===== src/rtl/mem_stage.sv =====
// Memory-access pipeline stage: drives the data-memory request/grant/response
// handshake, stalls the pipeline while an access is in flight, aligns store
// data and strobes, extracts/extends load data and registers MEM/WB.
module mem_stage (
  input  logic        clk,
  input  logic        rst_n,
  input  logic [2:0]  exmem_datatype_i,
  input  logic [31:0] exmem_aluout_i,
  input  logic [31:0] exmem_dm_data_i,
  input  logic [31:0] exmem_pc2reg_i,
  input  logic [4:0]  exmem_rd_addr_i,
  input  logic        exmem_reg_wr_i,
  input  logic        exmem_rd_src_i,
  input  logic        exmem_dm2reg_i,
  input  logic        exmem_dm_rd_i,
  input  logic        exmem_dm_wr_i,
  output logic [31:0] mem_rd_data_o,
  output logic        mem_stall_o,
  output logic        mem_misalign_o,
  output logic        dm_req_o,
  output logic        dm_we_o,
  output logic [31:0] dm_addr_o,
  output logic [3:0]  dm_wstrb_o,
  output logic [31:0] dm_wdata_o,
  input  logic        dm_gnt_i,
  input  logic        dm_rvalid_i,
  input  logic [31:0] dm_rdata_i,
  output logic [31:0] wb_rd_data_o,
  output logic [4:0]  wb_rd_addr_o,
  output logic        wb_reg_wr_o
);

  typedef enum logic [1:0] {StIdle, StReq, StWait} state_e;

  state_e      state_q;
  logic        mem_op;
  logic        is_byte, is_half, is_word;
  logic        addr_misaligned;
  logic        misaligned;
  logic        done;
  logic [1:0]  offset;
  logic [31:0] rdata_shifted;
  logic [31:0] load_data;
  logic [31:0] alu_or_link;
  logic [31:0] result;
  logic [31:0] wb_rd_data_q;
  logic [4:0]  wb_rd_addr_q;
  logic        wb_reg_wr_q;

  assign offset  = exmem_aluout_i[1:0];
  assign mem_op  = exmem_dm_rd_i | exmem_dm_wr_i;
  assign is_byte = (exmem_datatype_i[1:0] == 2'b00);
  assign is_half = (exmem_datatype_i[1:0] == 2'b01);
  assign is_word = ~is_byte & ~is_half;

  assign addr_misaligned = (is_half & offset[0]) | (is_word & (offset != 2'b00));
  // Misalignment is only judged on entry; later states only see aligned ops.
  assign misaligned      = mem_op & addr_misaligned & (state_q == StIdle);

  assign done = ~mem_op | misaligned
              | ((state_q == StReq) & dm_gnt_i & exmem_dm_wr_i)
              | ((state_q == StWait) & dm_rvalid_i);

  assign mem_stall_o    = ~done;
  assign mem_misalign_o = misaligned;

  // Bus outputs derive from the held EX/MEM register, so they stay stable until gnt.
  assign dm_req_o  = (state_q == StReq);
  assign dm_we_o   = exmem_dm_wr_i;
  assign dm_addr_o = {exmem_aluout_i[31:2], 2'b00};

  // Store lane replication and byte strobes.
  always_comb begin
    dm_wdata_o = exmem_dm_data_i;
    dm_wstrb_o = 4'b1111;
    if (is_byte) begin
      dm_wdata_o = {4{exmem_dm_data_i[7:0]}};
      dm_wstrb_o = 4'b0001 << offset;
    end else if (is_half) begin
      dm_wdata_o = {2{exmem_dm_data_i[15:0]}};
      dm_wstrb_o = 4'b0011 << offset;
    end
  end

  // Load extraction: shift selected lane down, then sign- or zero-extend.
  assign rdata_shifted = dm_rdata_i >> {offset, 3'b000};
  always_comb begin
    load_data = dm_rdata_i;
    if (is_byte) begin
      load_data = {{24{~exmem_datatype_i[2] & rdata_shifted[7]}}, rdata_shifted[7:0]};
    end else if (is_half) begin
      load_data = {{16{~exmem_datatype_i[2] & rdata_shifted[15]}}, rdata_shifted[15:0]};
    end
  end

  assign alu_or_link   = exmem_rd_src_i ? exmem_pc2reg_i : exmem_aluout_i;
  assign mem_rd_data_o = alu_or_link;
  assign result        = exmem_dm2reg_i ? load_data : alu_or_link;

  // Access FSM; any completed (or vanished) op returns to idle.
  always_ff @(posedge clk) begin
    if (!rst_n) begin
      state_q <= StIdle;
    end else begin
      unique case (state_q)
        StIdle: if (mem_op && !addr_misaligned) state_q <= StReq;
        StReq: begin
          if (!mem_op) begin
            state_q <= StIdle;
          end else if (dm_gnt_i) begin
            state_q <= exmem_dm_wr_i ? StIdle : StWait;
          end
        end
        StWait: if (!mem_op || dm_rvalid_i) state_q <= StIdle;
        default: state_q <= StIdle;
      endcase
    end
  end

  // MEM/WB register: capture on completion, bubble while stalled.
  always_ff @(posedge clk) begin
    if (!rst_n) begin
      wb_rd_data_q <= 32'h0;
      wb_rd_addr_q <= 5'h0;
      wb_reg_wr_q  <= 1'b0;
    end else if (done) begin
      wb_rd_data_q <= result;
      wb_rd_addr_q <= exmem_rd_addr_i;
      wb_reg_wr_q  <= exmem_reg_wr_i & ~(misaligned & exmem_dm_rd_i);
    end else begin
      wb_reg_wr_q  <= 1'b0;
    end
  end

  assign wb_rd_data_o = wb_rd_data_q;
  assign wb_rd_addr_o = wb_rd_addr_q;
  assign wb_reg_wr_o  = wb_reg_wr_q;

endmodule

===== config.mk =====
export PLATFORM = sky130hd
export DESIGN_NAME = mem_stage
export DESIGN_NICKNAME = d
export VERILOG_FILES = /design/src/rtl/mem_stage.sv
export SDC_FILE = /design/constraint.sdc
export NUM_CORES = 1
export LEC_CHECK = 0
export CORE_ASPECT_RATIO = 0.7
export CORE_MARGIN = 10
export CORE_UTILIZATION = 37
export DETAILED_ROUTE_END_ITERATION = 12
export GPL_ROUTABILITY_DRIVEN = 0
export HOLD_SLACK_MARGIN = 0.08
export PLACE_DENSITY = 0.89
export SETUP_SLACK_MARGIN = 0.3
export SKIP_LAST_GASP = 1
export SLEW_MARGIN = 20
export SYNTH_ARGS = -nofsm -noshare
export SYNTH_HDL_FRONTEND = slang
export SYNTH_SLANG_ARGS = --single-unit

===== constraint.sdc =====
create_clock -name clk -period 4 [get_ports clk]
set_input_delay 0.4 -clock clk [delete_from_list [all_inputs] [get_ports clk]]
set_output_delay 0.4 -clock clk [all_outputs]
set_load 0.02 [all_outputs]

* Word-level counts from Yosys, hierarchy flattened
Index checks and enable logic that the tools add are counted.
Cells by class: eq/ne operators 6, reduce and logical (&&, ||, !) cells 9, shift operators 3, mux-type cells 14, bitwise logic cells 23
Operators with widths (number):
- $mux W32 | 6
- $shr A32 B5 Y16 | 1
- $and A1 B1 Y1 | 12
- $mux W2 | 5
- $mux W4 | 2
- $not A1 Y1 | 6
- $pmux W2 S3 | 1
- $or A1 B1 Y1 | 5
- $eq A2 B1 Y1 const B | 2
- $logic_not A2 Y1 | 2
- $ne A2 B1 Y1 const B | 2
- $shl A1 B2 Y4 const A | 1
- $shl A2 B2 Y4 const A | 1
- $ne A3 B3 Y1 const B | 1
- $reduce_and A3 Y1 | 1
- $eq A2 B2 Y1 const B | 1
- $logic_not A1 Y1 | 2
- $reduce_and A2 Y1 | 1
- $reduce_bool A2 Y1 | 1
- $logic_and A1 B1 Y1 | 1
- $logic_or A1 B1 Y1 | 1
Word-level totals: register bits after elaboration 40

* Depth between registers and ports, before layout
Gate-level depths: netlist of run 1.
word-level depth 11, depth in mapped cells 11

* Worst setup path before layout of run 1
Ideal clock, no wire load.
kind input -> output, start in exmem_aluout_i[0], end out mem_stall_o, arrival time 1801 ps, stages on the path 9, slack 1799 ps, path through buf_2 -> inv_1 -> ha_1 -> nand2b_1 -> a211oi_2 -> nand3b_1 -> inv_2 -> buf_2 -> buf_2
On the way: cells in the longest elaborated chain, start to end 9, elaborated cells on any way between the ends 10, classes of those cells bitwise (9); reduce/logical (1)
Ends and longest elaborated chain:
- start, declared | line 8 | input logic [31:0] exmem_aluout_i,
- $reduce_bool A2 Y1 | line 56 | assign addr_misaligned = (is_half & offset[0]) | (is_word & (offset != 2'b00));
- $and A1 B1 Y1 | line 56
- $or A1 B1 Y1 * | line 56
- $and A1 B1 Y1 * (2 in a row) | line 58 | assign misaligned = mem_op & addr_misaligned & (state_q == StIdle);
- $or A1 B1 Y1 * | line 60 | assign done = ~mem_op | misaligned
- $or A1 B1 Y1 * | line 61 | | ((state_q == StReq) & dm_gnt_i & exmem_dm_wr_i)
- $or A1 B1 Y1 * | line 62 | | ((state_q == StWait) & dm_rvalid_i);
- $not A1 Y1 * | line 64 | assign mem_stall_o = ~done;
- end, declared | line 18 | output logic mem_stall_o,
Mark *: on every way between the ends. The rest lies on a longest branch, timed or not.

* Worst setup path in the final report of run 1
start in exmem_aluout_i[1], end out mem_stall_o
On the way: cells in the longest elaborated chain, start to end 9
Ends and longest elaborated chain (line):
- $reduce_bool A2 Y1 | 56
- $and A1 B1 Y1 | 56
- $or A1 B1 Y1 | 56
- $and A1 B1 Y1 (2 in a row) | 58
- $or A1 B1 Y1 | 60
- $or A1 B1 Y1 | 61
- $or A1 B1 Y1 | 62
- $not A1 Y1 | 64
Every way passes these cells.

==> results of run 1 <==
## routing by layer
layer | share of wire [%] | routed length, µm
met1 | 37 | 6300
met3 | 11 | 1860
met2 | 49 | 8490
met5 | 0 | 0
met4 | 3.0 | 520
## power by group through the flow
stage | logic [W] | registers, W | clock network [W]
4_1_cts | 0.000840 | 0.000465 | 0.000481
3_3_place_gp | 0.000817 | 0.000472 | 0
3_5_place_dp | 0.000836 | 0.000473 | 0
6_report | 0.000836 | 0.000465 | 0.000473
2_1_floorplan | 0.000368 | 0.000524 | 0
5_1_grt | 0.000888 | 0.000470 | 0.000501
## Yosys cell counts (16+ instances only)
cell type,number
o2111ai_1,17
dfxtp_1,40
nor3_1,16
or3_1,16
clkbuf_1,24
and3_1,16
nor2_1,30
buf_4,41
o21ai_0,40
mux2_2,46
nand2_1,32
mux2i_1,17
## stage by stage
step | instance area, µm² | util [%] | total power (W) | setup slack [ns] | hold WS [ns]
after floorplan | 3630 | - | 0.000891 | 1.80 | 0.456
after global placement | 6150 | 63.8 | 0.00129 | 0.917 | 0.443
after detailed placement | 6150 | 63.8 | 0.00131 | 0.760 | 0.460
after CTS | 6320 | 65.6 | 0.00179 | 0.854 | 0.467
after global routing | 6330 | 65.6 | 0.00186 | 0.741 | 0.482
final | 6330 | 65.6 | 0.00177 | 0.843 | 0.464
## layout make-up
cell class	count	area (µm²)	share of cell area, %
clock inverter	3	46.3	0.732
timing repair buffer	290	2870	45.4
inverter	4	15.0	0.237
clock buffer	5	125	1.98
sequential	40	801	12.7
multi-input combinational	332	2310	36.5
tap	128	160	2.53
## worst paths after layout
kind | from | endpoint | slack (ns) | depth (start not counted)
max | exmem_aluout_i[1] | mem_stall_o | 0.84 | 9
min | wb_rd_data_o[15] | wb_rd_data_o[15] | 0.46 | 2
max reg2reg | state_q[1] | wb_rd_data_o[23] | 1.90 | 7
min reg2reg | wb_rd_data_o[15] | wb_rd_data_o[15] | 0.46 | 2
## flip-flops by register name, indices dropped and copies added, names as in the netlist
name,count
wb_rd_addr_o,5
wb_reg_wr_o,1
wb_rd_data_o,32
state_q,2
## cell families (layout without fill, tap and decap cells)
family | after synthesis | in the layout | synth area share [%]
compound gates | 123 | 123 | 23.5
fa+ha+maj | 4 | 4 | 1.38
buf+inv | 88 | 302 | 14.4
flops | 40 | 40 | 22.1
mux | 63 | 63 | 19.0
other cells | 1 | 2 | 0.103
simple gates | 140 | 140 | 19.6
## worst max-delay path, stage by stage
cell,delay [ns]
clkdlybuf4s50_1,0.48
buf_4,0.22
inv_1,0.14
ha_1,0.21
nand2b_1,0.16
a211oi_2,0.27
nand3b_1,0.25
inv_2,0.06
clkdlybuf4s50_1,0.54
==> out/results.tsv, run 1 <==
metric	value	unit
status	finished, final reports clean	
fp.dieW	138	µm
tightest_slew	0.882	ns
ant_nets	0	
power.density	280	nW/µm²
clockBufferDepth	2	
grt_overflow	0	
rsz0062_at_grt	false	
worst-setup-path-type	in2out	
postCtsResizedCells	0	
relSlewSlack	41.2	%
p_int	0.00116	W
hold_path_class	reg2reg	
critPathMaxFanout	19	
fp.dieArea	14200	µm²
post-cts-setup-buffer-count	0	
comb_power_share	47.1	%
p_sw	0.000615	W
initial_core_util	37.6	%
grt_max_degree	81	
synth_largest_area_cell	dfxtp_1	
cts-root-buf	clkbuf_16	
yosysSeqAreaShare	22.1	%
h-tree-depth	2	
clk_pin_slew	0.06	ns
grt_pass1_vias	4682	
layout_commonest_cell	clkdlybuf4s50_1	
syn-cell-area	3630	µm²
fmax	0.317	GHz
p_clk_share	26.7	%
ys_ff_latch	40	
fin_tns_setup	0	ns
crit_path_end_kind	output port	
syn_inst	459	
cts_hold_buf	0	
grt_use_met1	23.7	%
firstDrtPassIters	5	
drc	0	
place_hpwl	14100	µm
drt_iter0_drc	298	
hold_viol	0	
gr-usage-met2	40.6	%
finalCritPeriodShare	78.9	%
via_per_inst	5.54	
coreArea	9650	µm²
layout-drive-gt1-share	10.2	%
yosys-top-cells-area	dfxtp_1, mux2_2, buf_4, o21ai_0, mux2i_1	
cts_buffers	5	
placedCellCount	794	
slew_violations	0	
clock_sinks	40	
critPathLaunchType	input pin	
arrival	2.76	ns
route.vias.total	4443	
ys_warn_count	0	
cap_violations	0	
ir_drop	152	µV
syn_area_per_cell	7.91	µm²
antenna_found_initial	0	
port_buffers	284	
p_sw_share	34.7	%
final_cell_mix	clkdlybuf4s50_1, mux2_2, o21ai_0, dfxtp_1, nand2_1	
grt_pass1_wl	26100	µm
wirelength	17200	µm
grtUsageMet3	8.74	%
synth-edff-count	0	
stdcell_count	802	
ys_types	46	
io_pins	287	
crit_required	3.60	ns
synth_top_cell_area_share	22.1	%
grt_busiest_layer	met2	
die_h	103	µm
seq_power_share	26.2	%
routedWlPerCell	21.4	µm
fillers	769	
setup_violations	0	
synthArstFlopShare	0	%
cts_tree	done	
period_needed	3.16	ns
antenna_cells	0	
grtUsageTotal	22.4	%
insertion_delay	0.28	ns
fin_skew	0.00265	ns
power_leakage	2.46	nW
num_rows	30	
syn_to_final_growth	74.3	%
num-nets-final	822	
synth-main-ff-cell	dfxtp_1	
Power figures use the tool's default switching activity.
==> run 2, diff against run 1 <==
--- a/config.mk
+++ b/config.mk
@@ -7,11 +7,11 @@
 export LEC_CHECK = 0
 export CORE_ASPECT_RATIO = 0.7
 export CORE_MARGIN = 10
-export CORE_UTILIZATION = 37
+export CORE_UTILIZATION = 34
 export DETAILED_ROUTE_END_ITERATION = 12
 export GPL_ROUTABILITY_DRIVEN = 0
 export HOLD_SLACK_MARGIN = 0.08
-export PLACE_DENSITY = 0.89
+export PLACE_DENSITY = 0.82
 export SETUP_SLACK_MARGIN = 0.3
 export SKIP_LAST_GASP = 1
 export SLEW_MARGIN = 20
==> constraint.sdc (replaced) <==
create_clock -name clk -period 3.1 [get_ports clk]
set_input_delay 0.31 -clock clk [delete_from_list [all_inputs] [get_ports clk]]
set_output_delay 0.31 -clock clk [all_outputs]
set_load 0.02 [all_outputs]
==> run 2 against run 1 <==
- first-iteration DRC count fell by 9.7%
- sequential cell count did not move
- final area is 1.3% higher
- core utilization shrank 4.0 points
- sequential power grew 29%
- sequential share of layout area shrank 0.16 points
- register-to-register slack got worse by 0.78 ns
- highest routed layer unchanged
==> out/results.tsv, run 2 (synthesized netlist as in run 1, its figures left out) <==
metric	value	unit	change
status	finished, final reports clean		
ir_drop	310	µV	+100%
fp.dieArea	15300	µm²	+7.3%
io_pins	287		unchanged
syn_to_final_growth	76.5	%	
grt_max_degree	81		unchanged
stdcell_count	814		+1.5%
grt_pass1_wl	26000	µm	-0.42%
grtUsageTotal	20.9	%	-1.5 points
grt_overflow	0		unchanged
slew_violations	0		unchanged
worst-setup-path-type	in2out		
p_clk_share	26.3	%	-0.4 points
firstDrtPassIters	4		-1
route.vias.total	4429		-0.32%
place_hpwl	14300	µm	+1.5%
p_sw_share	34.3	%	-0.38 points
die_h	106	µm	+3.5%
coreArea	10400	µm²	+7.8%
period_needed	2.61	ns	
insertion_delay	0.28	ns	about the same
critPathLaunchType	input pin		
ant_nets	0		unchanged
rsz0062_at_grt	false		
drt_iter0_drc	269		-9.7%
clk_pin_slew	0.06	ns	about the same
num_rows	31		+3.3%
cts-root-buf	clkbuf_16		
hold_viol	0		unchanged
wirelength	17200	µm	about the same
power.density	358	nW/µm²	+28%
layout-drive-gt1-share	11.3	%	+1.1 points
crit_required	2.79	ns	-0.81 ns
cap_violations	0		unchanged
crit_path_end_kind	output port		
finalCritPeriodShare	84.3	%	
power_leakage	2.51	nW	+2.2%
tightest_slew	0.772	ns	-0.111 ns
fin_tns_setup	0	ns	unchanged
port_buffers	284		unchanged
hold_path_class	reg2reg		
num-nets-final	830		+0.97%
clock_sinks	40		unchanged
setup_violations	0		unchanged
fin_skew	0.00232	ns	-0.000329 ns
clockBufferDepth	2		unchanged
initial_core_util	34.9	%	-2.7 points
regToRegSetupSlack	1.12	ns	-0.78 ns
largest_register_ffs	32		unchanged
p_sw	0.000787	W	+28%
cts_buffers	5		unchanged
fp.dieW	143	µm	+3.7%
arrival	2.30	ns	-0.46 ns
h-tree-depth	2		unchanged
via_per_inst	5.44		-1.8%
layout_commonest_cell	clkdlybuf4s50_1		
grt_pass1_vias	4710		+0.60%
cts_tree	done		
antenna_cells	0		unchanged
placedCellCount	806		+1.5%
routedWlPerCell	21.1	µm	-1.6%
comb_power_share	47.5	%	+0.4 points
fmax	0.382	GHz	
final_cell_mix	clkdlybuf4s50_1, mux2_2, o21ai_0, dfxtp_1, nand2_1		
seq_power_share	26.2	%	about the same
relSlewSlack	48.6	%	+7.4 points
drc	0		unchanged
p_int	0.00151	W	+30%
critPathMaxFanout	5		-14
antenna_found_initial	0		unchanged
cts_hold_buf	0		unchanged
[run 2: worst max-delay path, stage by stage]
cell and delay (ns):
clkdlybuf4s50_1 0.47, inv_1 0.10, ha_1 0.22, nand2b_1 0.15, a211oi_2 0.27, nor2b_1 0.17
clkdlybuf4s50_1 0.61
[run 2: through the flow]
stage / instance area, µm² / util (%) / setup slack, ns / hold slack (ns) / power, W
after floorplan: 3630 / - / 1.00 / 0.401 / 0.00115
final: 6410 / 61.6 / 0.486 / 0.467 / 0.00229
after global placement: 6230 / 59.9 / 0.405 / 0.446 / 0.00168
after CTS: 6400 / 61.6 / 0.366 / 0.473 / 0.00231
after global routing: 6410 / 61.6 / 0.346 / 0.479 / 0.00240
after detailed placement: 6230 / 59.9 / 0.366 / 0.463 / 0.00171
[run 2: layout make-up]
cell class / instances / area, µm²
inverter: 4 / 15.0
clock inverter: 3 / 46.3
tap: 132 / 165
fill: 852 / 3990
multi-input combinational: 332 / 2310
clock buffer: 5 / 125
sequential: 40 / 801
timing repair buffer: 298 / 2950
[run 2: power by group through the flow]
| stage | clock network, W | registers [W] | logic (W) |
|---|---|---|---|
| 2_1_floorplan | 0 | 0.000676 | 0.000474 |
| 3_3_place_gp | 0 | 0.000610 | 0.00107 |
| 3_5_place_dp | 0 | 0.000611 | 0.00109 |
| 4_1_cts | 0.000614 | 0.000601 | 0.00110 |
| 5_1_grt | 0.000635 | 0.000607 | 0.00116 |
| 6_report | 0.000604 | 0.000601 | 0.00109 |
[run 2: per-layer routing]
layer | routed length (µm) | up-vias | GRT usage [%] | part of all wire [%]
li1 | - | 2107 | - | -
met1 | 6230 | 2081 | 21.6 | 36
met2 | 8630 | 223 | 38.9 | 50
met3 | 2010 | 18 | 8.31 | 12
met4 | 283 | 0 | 4.72 | 1.6
met5 | 0 | - | 0 | 0
[run 2: path summary, 6_finish.rpt]
path                           from                to  cells past startpoint
setup / recovery  exmem_aluout_i[0]    mem_misalign_o                      7
hold / removal      wb_rd_addr_o[4]   wb_rd_addr_o[4]                      2
setup reg to reg         state_q[1]  wb_rd_data_o[30]                      8
hold reg to reg     wb_rd_addr_o[4]   wb_rd_addr_o[4]                      2
[run 2: timing repair]
action | CTS | global route
setup buffers | 0 | 0
resized for setup | 0 | 1
setup endpoints to repair | 0 | 1
